`src/rtl/alu_sequencer_pkg.sv`:
```
// Shared opcode codes and sequencer state encodings for the ALU sequencer.
// Imported by the sequencer and by decode logic that issues ALU commands.
package alu_sequencer_pkg;

  localparam logic [3:0] OP_ADD = 4'd1;
  localparam logic [3:0] OP_SUB = 4'd2;
  localparam logic [3:0] OP_AND = 4'd3;
  localparam logic [3:0] OP_OR  = 4'd4;
  localparam logic [3:0] OP_XOR = 4'd5;
  localparam logic [3:0] OP_INC = 4'd6;
  localparam logic [3:0] OP_CLR = 4'd7;
  localparam logic [3:0] OP_NOT = 4'd8;
  localparam logic [3:0] OP_LD  = 4'd9;
  localparam logic [3:0] OP_MAX = 4'd9;

  typedef enum logic [1:0] {
    IDLE = 2'd0,
    EXEC = 2'd1,
    RESP = 2'd2
  } state_t;

  function automatic logic op_legal(input logic [3:0] op);
    return (op != 4'd0) && (op <= OP_MAX);
  endfunction

endpackage

```
`src/rtl/alu_sequencer.sv`:
```
// Accumulator owner that sequences the external 8-bit ALU per command.
// Optional zero flag output enabled by defining ALU_SEQ_ZFLAG_EN.
module alu_sequencer
  import alu_sequencer_pkg::*;
#(
  parameter int         SETTLE_CYCLES = 1,
  parameter logic [7:0] AC_RESET      = 8'h00
) (
  input  logic        clk,
  input  logic        rst_n,
  input  logic        cmd_valid,
  output logic        cmd_ready,
  input  logic [3:0]  cmd_op,
  input  logic [7:0]  cmd_data,
  output logic [6:0]  alus,
  output logic [15:0] bus_out,
  output logic [7:0]  ac,
  input  logic [7:0]  alu_dout,
  output logic        rsp_valid,
  input  logic        rsp_ready,
  output logic [7:0]  rsp_data,
`ifdef ALU_SEQ_ZFLAG_EN
  output logic        rsp_err,
  output logic        zflag
`else
  output logic        rsp_err
`endif
);

  localparam logic [3:0] LAST = 4'(SETTLE_CYCLES - 1);

  state_t     state;
  state_t     nxt;
  logic [3:0] cnt;
  logic       acc;
  logic       legal;
  logic       done;

  assign cmd_ready = (state == IDLE);
  assign acc       = cmd_valid && (state == IDLE);
  assign legal     = op_legal(cmd_op);
  assign done      = (state == EXEC) && (cnt == LAST);

  always_ff @(posedge clk or negedge rst_n) begin
    if (!rst_n) state <= IDLE;
    else        state <= nxt;
  end

  always_comb begin
    nxt = state;
    case (state)
      IDLE: if (acc) nxt = legal ? EXEC : RESP;
      EXEC: if (done) nxt = RESP;
      RESP: if (rsp_ready) nxt = IDLE;
      default: nxt = IDLE;
    endcase
  end

  // alus/bus are registered so the ALU sees a glitch-free select
  always_ff @(posedge clk or negedge rst_n) begin
    if (!rst_n) begin
      ac        <= AC_RESET;
      alus      <= 7'd0;
      bus_out   <= 16'h0;
      cnt       <= 4'd0;
      rsp_valid <= 1'b0;
      rsp_data  <= 8'h00;
      rsp_err   <= 1'b0;
    end else begin
      if (acc && legal) begin
        alus    <= {3'b000, cmd_op};
        bus_out <= {8'h00, cmd_data};
        cnt     <= 4'd0;
      end
      if (acc && !legal) begin
        rsp_valid <= 1'b1;
        rsp_err   <= 1'b1;
        rsp_data  <= ac;
      end
      if (state == EXEC) begin
        cnt <= cnt + 4'd1;
        if (done) begin
          ac        <= alu_dout;
          rsp_data  <= alu_dout;
          rsp_err   <= 1'b0;
          rsp_valid <= 1'b1;
          alus      <= 7'd0;
          bus_out   <= 16'h0;
        end
      end
      if (state == RESP && rsp_ready) rsp_valid <= 1'b0;
    end
  end

`ifdef ALU_SEQ_ZFLAG_EN
  always_ff @(posedge clk or negedge rst_n) begin
    if (!rst_n)    zflag <= 1'b0;
    else if (done) zflag <= (alu_dout == 8'h00);
  end
`endif

endmodule
```
`config.mk`:
```
export PLATFORM = sky130hd
export DESIGN_NAME = alu_sequencer
export DESIGN_NICKNAME = d
export VERILOG_FILES = /design/src/rtl/alu_sequencer_pkg.sv /design/src/rtl/alu_sequencer.sv
export SDC_FILE = /design/constraint.sdc
export NUM_CORES = 1
export LEC_CHECK = 0
export CORE_MARGIN = 10
export CORE_UTILIZATION = 47
export CTS_CLUSTER_SIZE = 25
export DETAILED_ROUTE_END_ITERATION = 16
export PLACE_DENSITY = 0.78
export SETUP_SLACK_MARGIN = 0.02
export SLEW_MARGIN = 20
export SYNTH_ARGS = -nofsm -noshare
export SYNTH_HDL_FRONTEND = slang
export SYNTH_SLANG_ARGS = --single-unit
```
`constraint.sdc`:
```
create_clock -name clk -period 1.9 [get_ports clk]
set_input_delay 0.38 -clock clk [delete_from_list [all_inputs] [get_ports clk]]
set_output_delay 0.38 -clock clk [all_outputs]
set_load 0.01 [all_outputs]
```
==> results.json, run 1 <==
{
  "cts_resized": 0,
  "rr_worst_depth": 6,
  "stdcell_area_mm2": 0.003134,
  "cts_root_buf": "clkbuf_8",
  "path_buf_inv": 1,
  "path_clk_slew_ps": 80,
  "area.sequential_mm2": 0.001177,
  "ys.warnings.count": 0,
  "clock_sinks": 47,
  "multiInputGateArea_um2": 900.9,
  "synth_seq_area_share_pct": 53.74,
  "num_rows": 24,
  "maxSlewHeadroom_pct": 68.19,
  "grt_pass1_wl_um": 9901,
  "powerDensity_mw_per_mm2": 1344,
  "drv_slew": 0,
  "path_class": "reg2out",
  "start_util_pct": 49.24,
  "path_max_fanout": 9,
  "min_period_over_period_pct": 95.73,
  "htreeDepth": 2,
  "vias_per_cell": 5.682,
  "core_mm2": 0.004444,
  "r2r-start": "cnt[0]",
  "placed_area_mm2": 0.003045,
  "maxCapViolCount": 0,
  "clock_latency_ps": 290,
  "boundaryPins": 66,
  "max_stage_delay_ps": 550,
  "syn_area_per_cell_um2": 10.83,
  "ys_types": 35,
  "drcViolationCount": 0,
  "power.internal_uw": 2674,
  "final_nets": 310,
  "final_hold_viol_count": 0,
  "setup_viol": 0,
  "syn_inst": 202,
  "required_ps": 1520,
  "num_vias": 1909,
  "cts_buffer_depth": 2,
  "hold_buffers": 0,
  "fin_tns_setup_ps": 0,
  "cp.depth": 2,
  "portBuffers": 65,
  "num-fill-cells": 335,
  "drtPass1Iterations": 4,
  "async_flop_share_pct": 100.0,
  "diodes": 0,
  "grt_pass1_vias": 2002,
  "synth_edf_count": 0,
  "start_kind": "flip-flop",
  "tightest_slew_ps": 477.1,
  "power.share.combinational_pct": 48.1,
  "area_delta_synth_final_pct": 43.22,
  "cts-buffers-inserted": 5,
  "dieHeight_um": 88.24,
  "worstSetupStartpoint": "state[1]",
  "cp_top_family": "buffers and inverters",
  "ir_drop_uv": 785.1,
  "timing.hold.ws_ps": 33.95,
  "crit_end": "cmd_ready",
  "finalClockSkew_ps": 5.618,
  "hold_class": "in2async",
  "drt_iter0_drc": 132,
  "status": "finished clean",
  "routed_wl_um": 5863,
  "net-switching-power_uw": 1540,
  "design.die.area_mm2": 0.007785,
  "ys_ff_latch": 47,
  "grt-ovfl-total": 0,
  "drive_gt1_share_pct": 19.37,
  "seq_power_share_pct": 37.8,
  "routedWlPerCell_um": 17.45,
  "grt_max_degree": 28,
  "die_w_um": 88.24,
  "gp_congestion": 0.8136,
  "syn_nets": 228,
  "synth_area_mm2": 0.002188,
  "synth-main-ff-cell": "dfrtp_1",
  "ant_nets": 0,
  "swShare_pct": 36.54,
  "final_util_pct": 70.52,
  "leakagePower_uw": 0.001350,
  "grt_use_total_pct": 15.66,
  "rr_endpoint": "rsp_data[7]",
  "grt_antenna_before_repair": 0,
  "crit_slowest_cell": "clkdlybuf4s50_1",
  "critPathArrivalTime_ps": 1440,
  "post-cts-setup-buffers": 0,
  "cts_tree": "done",
  "crit_chain": "nor2_1, clkdlybuf4s50_1",
  "post-dp-hpwl_um": 4341,
  "fmax_mhz": 549.8,
  "rsz0062_at_grt": "false",
  "clkPwrFrac_pct": 14.0,
  "cp-end-kind": "output port",
  "r2r_slack_ps": 220,
  "post-route-min-period_ps": 1819
}
final cells by class:
| cell class | count | area share (%) |
|---|---|---|
| sequential | 47 | 37.56 |
| multi-input combinational | 133 | 28.74 |
| timing repair buffer | 95 | 28.58 |
| clock buffer | 6 | 2.635 |
| tap | 52 | 2.076 |
| inverter | 2 | 0.2395 |
| clock inverter | 1 | 0.1597 |
metrics by stage:
step | setup slack [ps] | instances | total power (uW)
after global placement | -86.19 | 329 | 3607
after detailed placement | -135.0 | 329 | 3649
final | 81.05 | 336 | 4214
after global routing | 34.03 | 336 | 4526
after CTS | 24.73 | 336 | 4255
after floorplan | 262.5 | 202 | 2608
Yosys cell counts (3+ instances only):
master | instances | area (um^2)
and3_1 | 11 | 68.82
buf_6 | 3 | 33.78
buf_4 | 3 | 22.52
clkbuf_1 | 7 | 26.28
a21oi_1 | 13 | 65.06
nand4_1 | 10 | 62.56
nor2_1 | 3 | 11.26
o211ai_1 | 16 | 120.1
buf_2 | 5 | 25.02
o31ai_2 | 9 | 112.6
o31ai_1 | 3 | 22.52
nand3_1 | 12 | 60.06
o21ai_0 | 18 | 90.09
nand2_1 | 13 | 48.80
dfrtp_1 | 47 | 1176
how the worst min path moves through the flow:
stage	slack [ps]	endpoint	cells past startpoint
after detailed placement	360	cnt[1]	1
final	30	cnt[3]	1
after floorplan	80	ac[0]	0
after global routing	70	cnt[3]	1
after CTS	40	cnt[1]	1
after global placement	360	cnt[1]	1
power groups by stage:
| stage | Sequential [uW] | Combinational (uW) | Clock, uW |
|---|---|---|---|
| final | 1590 | 2030 | 592 |
| after CTS | 1590 | 2050 | 611 |
| after global placement | 1610 | 2000 | 0 |
| after detailed placement | 1610 | 2040 | 0 |
| after floorplan | 1700 | 911 | 0 |
| after global routing | 1650 | 2220 | 654 |
state kept, by name, indices dropped and copies added (netlist names):
| name | cells |
|---|---|
| rsp_err | 1 |
| ac | 8 |
| cnt | 4 |
| alus | 7 |
| state | 2 |
| bus_out | 16 |
| rsp_valid | 1 |
| rsp_data | 8 |
cells by family after synthesis:
logic type | count (synthesis) | share of synthesized area, %
AO/OA/AOI/OAI | 66 | 21.67
XOR/XNOR | 1 | 0.4003
adder cells (fa/ha/maj) | 2 | 1.143
buffers and inverters | 22 | 5.718
flip-flops | 47 | 53.75
AND/OR/NAND/NOR | 64 | 17.32
worst register-to-register path: stages (launching register included):
cell,delay [ps]
dfrtp_1,420
inv_1,90
ha_1,170
or3b_1,400
buf_4,210
o21ai_0,180
o211ai_1,90
routing by layer:
metal	vias up	wire, um	GRT usage [%]
met3	8	471	5.055
met5	-	0	0
met2	71	2680	24.51
li1	910	-	-
met4	0	39	3.818
met1	920	2672	20.55
placed cells by master, fill, tap and decap left out, drive strengths merged, types with 2 or more instances in the layout:
master         instances
nor2                   3
clkdlybuf4s50         64
dfrtp                 47
nand4                 10
o31ai                 13
nand3                 12
clkbuf                 6
o211ai                16
o21ai                 20
nor3b                  3
inv                    2
or3                    2
buf                   31
and3                  11
nand3b                 2
a21oi                 14
o21a                   2
nand2                 13
ha                     2
or3b                   2
Note: power is estimated with default switching activity, not from simulation.
==> inputs of run 2 (changes only) <==
ABC_CLOCK_PERIOD_IN_PS = 1900   (was unset)
==> results of run 2 <==
Same layout as run 1: the final DEF is identical, and so are final timing and power.
==> inputs of run 3 (changes only) <==
ABC_CLOCK_PERIOD_IN_PS = 1700   (was 1900)
CTS_CLUSTER_DIAMETER = 100   (was unset)
MAX_ROUTING_LAYER = met4   (was unset)
clock period = 1.7 ns   (was 1.9 ns; I/O delays follow)
==> run 3 against run 2 <==
Compared with the run above: hold slack better by 470 ps; via count up 1.9%; wire length up 4.9%; critical endpoint is now rsp_data[4]; highest routed layer unchanged.
==> results.json, run 3 (synthesis gave the netlist of run 1 again) <==
{
  "cts_tree": "done",
  "maxCapViolCount": 0,
  "tightest_slew_ps": 455.6,
  "grt_pass1_vias": 2034,
  "cts-buffers-inserted": 5,
  "drcViolationCount": 0,
  "crit_chain": "inv_1, ha_1, or3b_4, buf_4, o21ai_0, o211ai_1",
  "cts_root_buf": "clkbuf_8",
  "grt_use_total_pct": 16.43,
  "start_util_pct": 49.24,
  "top_register": "bus_out",
  "num-fill-cells": 335,
  "grt-ovfl-total": 0,
  "post-cts-setup-buffers": 0,
  "design.die.area_mm2": 0.007785,
  "path_class": "reg2reg",
  "mostFrequentLayoutCells": "clkdlybuf4s50_1 (63), dfrtp_1 (46), buf_4 (26)",
  "status": "finished clean",
  "diodes": 0,
  "critPathArrivalTime_ps": 1800,
  "gp_congestion": 0.7865,
  "maxSlewHeadroom_pct": 69.62,
  "rsz0062_at_grt": "false",
  "grt_pass1_wl_um": 9998,
  "path_clk_slew_ps": 90,
  "die_w_um": 88.24,
  "multiInputGateArea_um2": 924.6,
  "required_ps": 1880,
  "ir_drop_uv": 999.7,
  "drtPass1Iterations": 4,
  "path_max_fanout": 6,
  "drv_slew": 0,
  "cts_buffer_depth": 2,
  "vias_per_cell": 5.740,
  "leakagePower_uw": 0.001364,
  "fmax_mhz": 615.0,
  "setup_viol": 0,
  "powerDensity_mw_per_mm2": 1535,
  "clock_sinks": 47,
  "min_period_over_period_pct": 95.65,
  "post-route-min-period_ps": 1626,
  "drt_iter0_drc": 62,
  "start_kind": "flip-flop",
  "area.sequential_mm2": 0.001177,
  "area_delta_synth_final_pct": 46.60,
  "final_nets": 312,
  "routed_wl_um": 6149,
  "largest_registers": "bus_out (16), ac (8), rsp_data (8)",
  "final_hold_viol_count": 0,
  "cp-end-kind": "flip-flop",
  "final_common_cell": "clkdlybuf4s50_1",
  "portBuffers": 65,
  "ant_nets": 0,
  "timing.hold.ws_ps": 500.0,
  "finalClockSkew_ps": 6.121,
  "post-dp-hpwl_um": 4481,
  "final_util_pct": 72.18,
  "largest_reg_flops": 16,
  "clock_latency_ps": 300,
  "num_rows": 24,
  "crit_slowest_cell": "or3b_4",
  "grt_antenna_before_repair": 0,
  "boundaryPins": 66,
  "num_vias": 1946,
  "max_stage_delay_ps": 420,
  "cp_top_family": "simple AND/OR/NAND/NOR gates",
  "htreeDepth": 2,
  "drive_gt1_share_pct": 21.60,
  "core_mm2": 0.004444,
  "hold_class": "reg2reg",
  "routedWlPerCell_um": 18.14,
  "dieHeight_um": 88.24,
  "grt_max_degree": 29,
  "path_buf_inv": 2,
  "fin_tns_setup_ps": 0
}
[run 3: cell types whose count changed in the layout (fill, tap and decap cells not counted), moves of 2 or more]
cell and delta:
o21ai_0 -9, o21ai_1 +8, buf_12 +2, buf_4 -2
clkinvlp_4 +2, or3b_1 -2, or3b_4 +2
[run 3: path summary, 6_finish.rpt]
kind,cells past startpoint,end,slack (ps),startpoint
min reg2reg,1,rsp_err,500,rsp_err
min,1,rsp_err,500,rsp_err
max reg2reg,6,rsp_data[4],70,cnt[1]
min in group asynchronous,2,alus[6],510,rst_n
max in group asynchronous,3,state[1],680,rst_n
max,6,rsp_data[4],70,cnt[1]
[run 3: area by class of cell]
class | instances | area share, %
flip-flops and latches | 47 | 36.70
clock buffers | 5 | 2.145
multi-input cells | 133 | 28.82
clock inverters | 3 | 0.7410
repair buffers | 97 | 29.33
well taps | 52 | 2.028
inverters | 2 | 0.2340
[run 3: worst reg2reg max path: stages (launching register included)]
cell and delay, ps:
dfrtp_1 410, inv_1 80, ha_1 160, or3b_4 420
buf_4 170, o21ai_0 170, o211ai_1 100
[run 3: what timing repair did]
item | 4_1_cts | 5_1_grt
pin swaps | 0 | 1
gates resized for setup | 3 | 15
hold buffers | 1 | 0
hold endpoints to repair | 19 | 0
setup endpoints to repair | 9 | 29
[run 3: metrics by stage]
step / setup WS (ps) / total power (uW) / instance area [um^2] / instances
final: 73.94 / 4923 / 3208 / 339
after global routing: 19.43 / 5231 / 3208 / 339
after CTS: 33.31 / 4867 / 3186 / 339
after detailed placement: -301.2 / 4173 / 3078 / 330
after global placement: -259.6 / 4114 / 3078 / 330
after floorplan: 62.48 / 2914 / 2188 / 202
[run 3: power breakdown]
group	internal, uW	leakage [uW]	switching, uW
clock network	294	0.0000408	397
registers	1500	0.000606	293
logic	1280	0.000717	1160
total	3070	0.00136	1850
[run 3: layer usage]
metal  vias up  GRT usage [%]  wire length, um
met5         -              -                0
met4         0          3.084               42
met3         6          3.676              344
met2        69          26.19             2959
met1       948          21.09             2803
li1        923              -                -
==> patch 1 (config.mk and constraints of run 3) <==
Add a define of `ALU_SEQ_ZFLAG_EN`.
--- a/src/rtl/alu_sequencer.sv
+++ b/src/rtl/alu_sequencer.sv
@@ -1,4 +1,6 @@
 // Accumulator owner that sequences the external 8-bit ALU per command.
 // Optional zero flag output enabled by defining ALU_SEQ_ZFLAG_EN.
+`define ALU_SEQ_ZFLAG_EN
+
 module alu_sequencer
   import alu_sequencer_pkg::*;
Formal check against the unedited RTL (old outputs only; new: zflag): equivalent (equiv_simple and equiv_induct, registers matched by name and starting in step).
==> patch 1 against run 3 <==
- power up 2.6%
- core utilization down 1.8 points
- highest routed layer unchanged
- register-to-register slack better by 40 ps
- critical endpoint is now rsp_data[5]
- worst setup slack worse by 16 ps
- cell area rose by 2.2%
- final cell count up 2.9%
- largest power group unchanged
- sequential cell count increased by 1
- wire length is 6.5% higher
- synthesized area increased by 2.3%
==> patch 1: results <==
INSERT INTO impl_metrics (metric_group, metric, value, unit) VALUES
('place', 'pre_cts_ws', '-276', 'ps'),
('pwr', 'worst_ir_drop_vdd', '0.948', 'mV'),
('pwr', 'comb_cell_power', '2530', 'uW'),
('place', 'port_buffers', '66', ''),
('cells_and_area', 'layout-drive-gt1-share', '20.7', '%'),
('place', 'globalplace.congestion', '0.795', ''),
('sta', 'worst_clock_skew', '4.36', 'ps'),
('sta', 'worst_pin_slew', '378', 'ps'),
('grt', 'grt_start_max_net_pins', '37', ''),
('cells_and_area', 'num-nets-final', '320', ''),
('yosys', 'synth_top_cell_area_share', '53.6', '%'),
('setup_path', 'worst_setup_path_startpoint', 'cmd_op[2]', ''),
('setup_path', 'worstPathMaxFanout', '11', ''),
('route', 'm1WireLength', '2.67', 'mm'),
('route', 'detailroute.wirelength.met2', '3.35', 'mm'),
('run_status', 'run_status', 'finished, final reports clean', ''),
('grt', 'grt.met2_usage', '29.9', '%'),
('worst_hold_path', 'worstHoldPathType', 'input port to async pin', ''),
('place', 'dpl-instance-area', '3150', 'um^2'),
('place', 'dp_hpwl', '4.77', 'mm'),
('yosys', 'synthesis.nets', '234', ''),
('grt', 'grtUsageTotal', '17.6', '%'),
('yosys', 'netlist_top_cells_count', '48 x sky130_fd_sc_hd__dfrtp_1, 20 x sky130_fd_sc_hd__o21ai_0, 16 x sky130_fd_sc_hd__o211ai_1', ''),
('grt', 'vias_in_the_first_global_route', '2174', ''),
('route', 'wl_per_cell', '18.8', 'um'),
('grt', 'grt_pass1_wl', '10.7', 'mm');
patch 1: what timing repair did:
action / in CTS / in global routing
gates resized for setup: 1 / 16
endpoints found under the hold margin: 12 / 0
setup endpoints to repair: 1 / 32
pin swaps: 0 / 0
gates cloned: 0 / 0
hold buffers: 1 / 0
patch 1: worst max-delay path: stages:
cell and delay (ps):
sky130_fd_sc_hd__clkdlybuf4s50_1 490, sky130_fd_sc_hd__or4_4 560, sky130_fd_sc_hd__a21oi_4 170, sky130_fd_sc_hd__buf_12 150, sky130_fd_sc_hd__o211ai_1 110
patch 1: per-stage QoR:
stage | instances | power (uW) | setup TNS [ps]
2_1_floorplan | 208 | 2970 | 0
3_3_place_gp | 340 | 4220 | -8110
3_5_place_dp | 340 | 4290 | -8760
4_1_cts | 349 | 5000 | 0
5_1_grt | 349 | 5390 | -3.01
6_report | 349 | 5050 | 0
patch 1: cells by family (layout without fill, tap and decap cells):
group / Yosys count / after routing / synth area share (%)
adder cells (fa/ha/maj): 2 / 2 / 1.12
AND/OR/NAND/NOR: 67 / 67 / 17.7
AO/OA/AOI/OAI: 68 / 68 / 21.6
flip-flops: 48 / 48 / 53.6
buffers and inverters: 22 / 109 / 5.59
XOR/XNOR: 1 / 1 / 0.391
patch 1: worst paths after layout:
kind                       slack, ps           to  cells past startpoint
setup reg to reg                 110  rsp_data[0]                      6
hold / removal                   460   bus_out[5]                      2
setup / recovery                  60  rsp_data[5]                      5
hold reg to reg                  510      alus[5]                      1
min in group clk                 510      alus[5]                      1
max in group asynchronous        750      alus[4]                      3
patch 1: layout make-up:
cell class	instances	area (um^2)
inverter	2	7.51
timing repair buffer	99	958
tap	54	67.6
fill	366	1380
multi-input combinational	138	953
clock buffer	8	90.1
sequential	48	1200
==> patch 2 (settings of run 3) <==
Made on the original files. Encoding of `state_t`: now one-hot (3 bits for 3 states).
--- a/src/rtl/alu_sequencer_pkg.sv
+++ b/src/rtl/alu_sequencer_pkg.sv
@@ -14,8 +14,8 @@
   localparam logic [3:0] OP_MAX = 4'd9;
 
-  typedef enum logic [1:0] {
-    IDLE = 2'd0,
-    EXEC = 2'd1,
-    RESP = 2'd2
+  typedef enum logic [2:0] {
+    IDLE = 3'b001,
+    EXEC = 3'b010,
+    RESP = 3'b100
   } state_t;
 
Formal check against the unedited RTL: same outputs for any inputs over 10 cycles, from zero or initial values and one cycle with rst_n low; not proved beyond that.
==> patch 2 against run 3 <==
- synthesized area shrank 9.5%
- clock power grew 15%
- worst setup slack gained 5.0 ps
- cell area shrank 7.2%
- power shrank 5.4%
- critical path depth is the same
- count of clock-buffer cells in the layout grew 1
- clock skew grew 0.83 ps
- sequential cell count grew 1
- via count shrank 18%
- synthesized cell count shrank 9.9%
- wire length shrank 20%
- largest cell class unchanged
- largest power group unchanged
==> patch 2: results <==
INSERT INTO impl_metrics (metric_group, metric, value, unit) VALUES
('place', 'placed_cells_incl_taps', '307', ''),
('place', 'globalplace.congestion', '0.757', ''),
('setup_path', 'timing.reg2reg.setup_slack', '130', 'ps'),
('grt', 'vias_in_the_first_global_route', '1663', ''),
('run_status', 'run_status', 'finished, final reports clean', ''),
('pwr', 'clock_power_share', '17.1', '%'),
('setup_path', 'crit-reg2reg-launch', 'state[0]', ''),
('setup_path', 'worstPathMaxFanout', '10', ''),
('yosys', 'synthMuxAreaShare', '5.05', '%'),
('setup_path', 'cp_slowest_stage_delay', '470', 'ps'),
('setup_path', 'cp_slowest_cell', 'sky130_fd_sc_hd__or4_4', ''),
('yosys', 'synth.lib_cells_used.distinct', '32', ''),
('route', 'post_detailed_routing_wire_length', '4.91', 'mm'),
('yosys', 'post-synth-top-count-cell', 'sky130_fd_sc_hd__nand2_1', ''),
('yosys', 'synth_xor_area_share', '0.884', '%'),
('cells_and_area', 'num-fill-cells', '283', ''),
('worst_hold_path', 'worstHoldEndpoint', 'alus[0]', ''),
('pwr', 'power.static_leakage', '0.00146', 'uW'),
('pwr', 'worst_ir_drop_vdd', '0.899', 'mV'),
('floorplanning', 'die_area', '7210', 'um^2');
-- patch 2: cell count changes after synthesis, sizes merged, moves of 3 or more --
| cell | delta |
|---|---|
| nand2 | +36 |
| o21ai | -16 |
| o31ai | -13 |
| nor2 | +12 |
| a21oi | -11 |
| mux2i | +10 |
| nand4 | -9 |
| o211ai | -8 |
| nand3 | -7 |
| clkbuf | -6 |
| buf | -5 |
| and2 | +3 |
-- patch 2: area by class of cell --
class,instances,area (um^2),share of cell area (%)
clock buffer,6,72.6,2.44
sequential,48,1200,40.4
tap,50,62.6,2.10
multi-input combinational,123,722,24.3
timing repair buffer,86,875,29.4
clock inverter,2,35.0,1.18
inverter,2,7.51,0.252
-- patch 2: timing repair --
item | 4_1_cts | 5_1_grt
gates resized for setup | 3 | 11
gates cloned | 0 | 1
setup buffers | 1 | 0
endpoints found under the setup margin | 10 | 33
pin swaps | 1 | 3
hold endpoints to repair | 12 | 0
hold buffers | 1 | 0
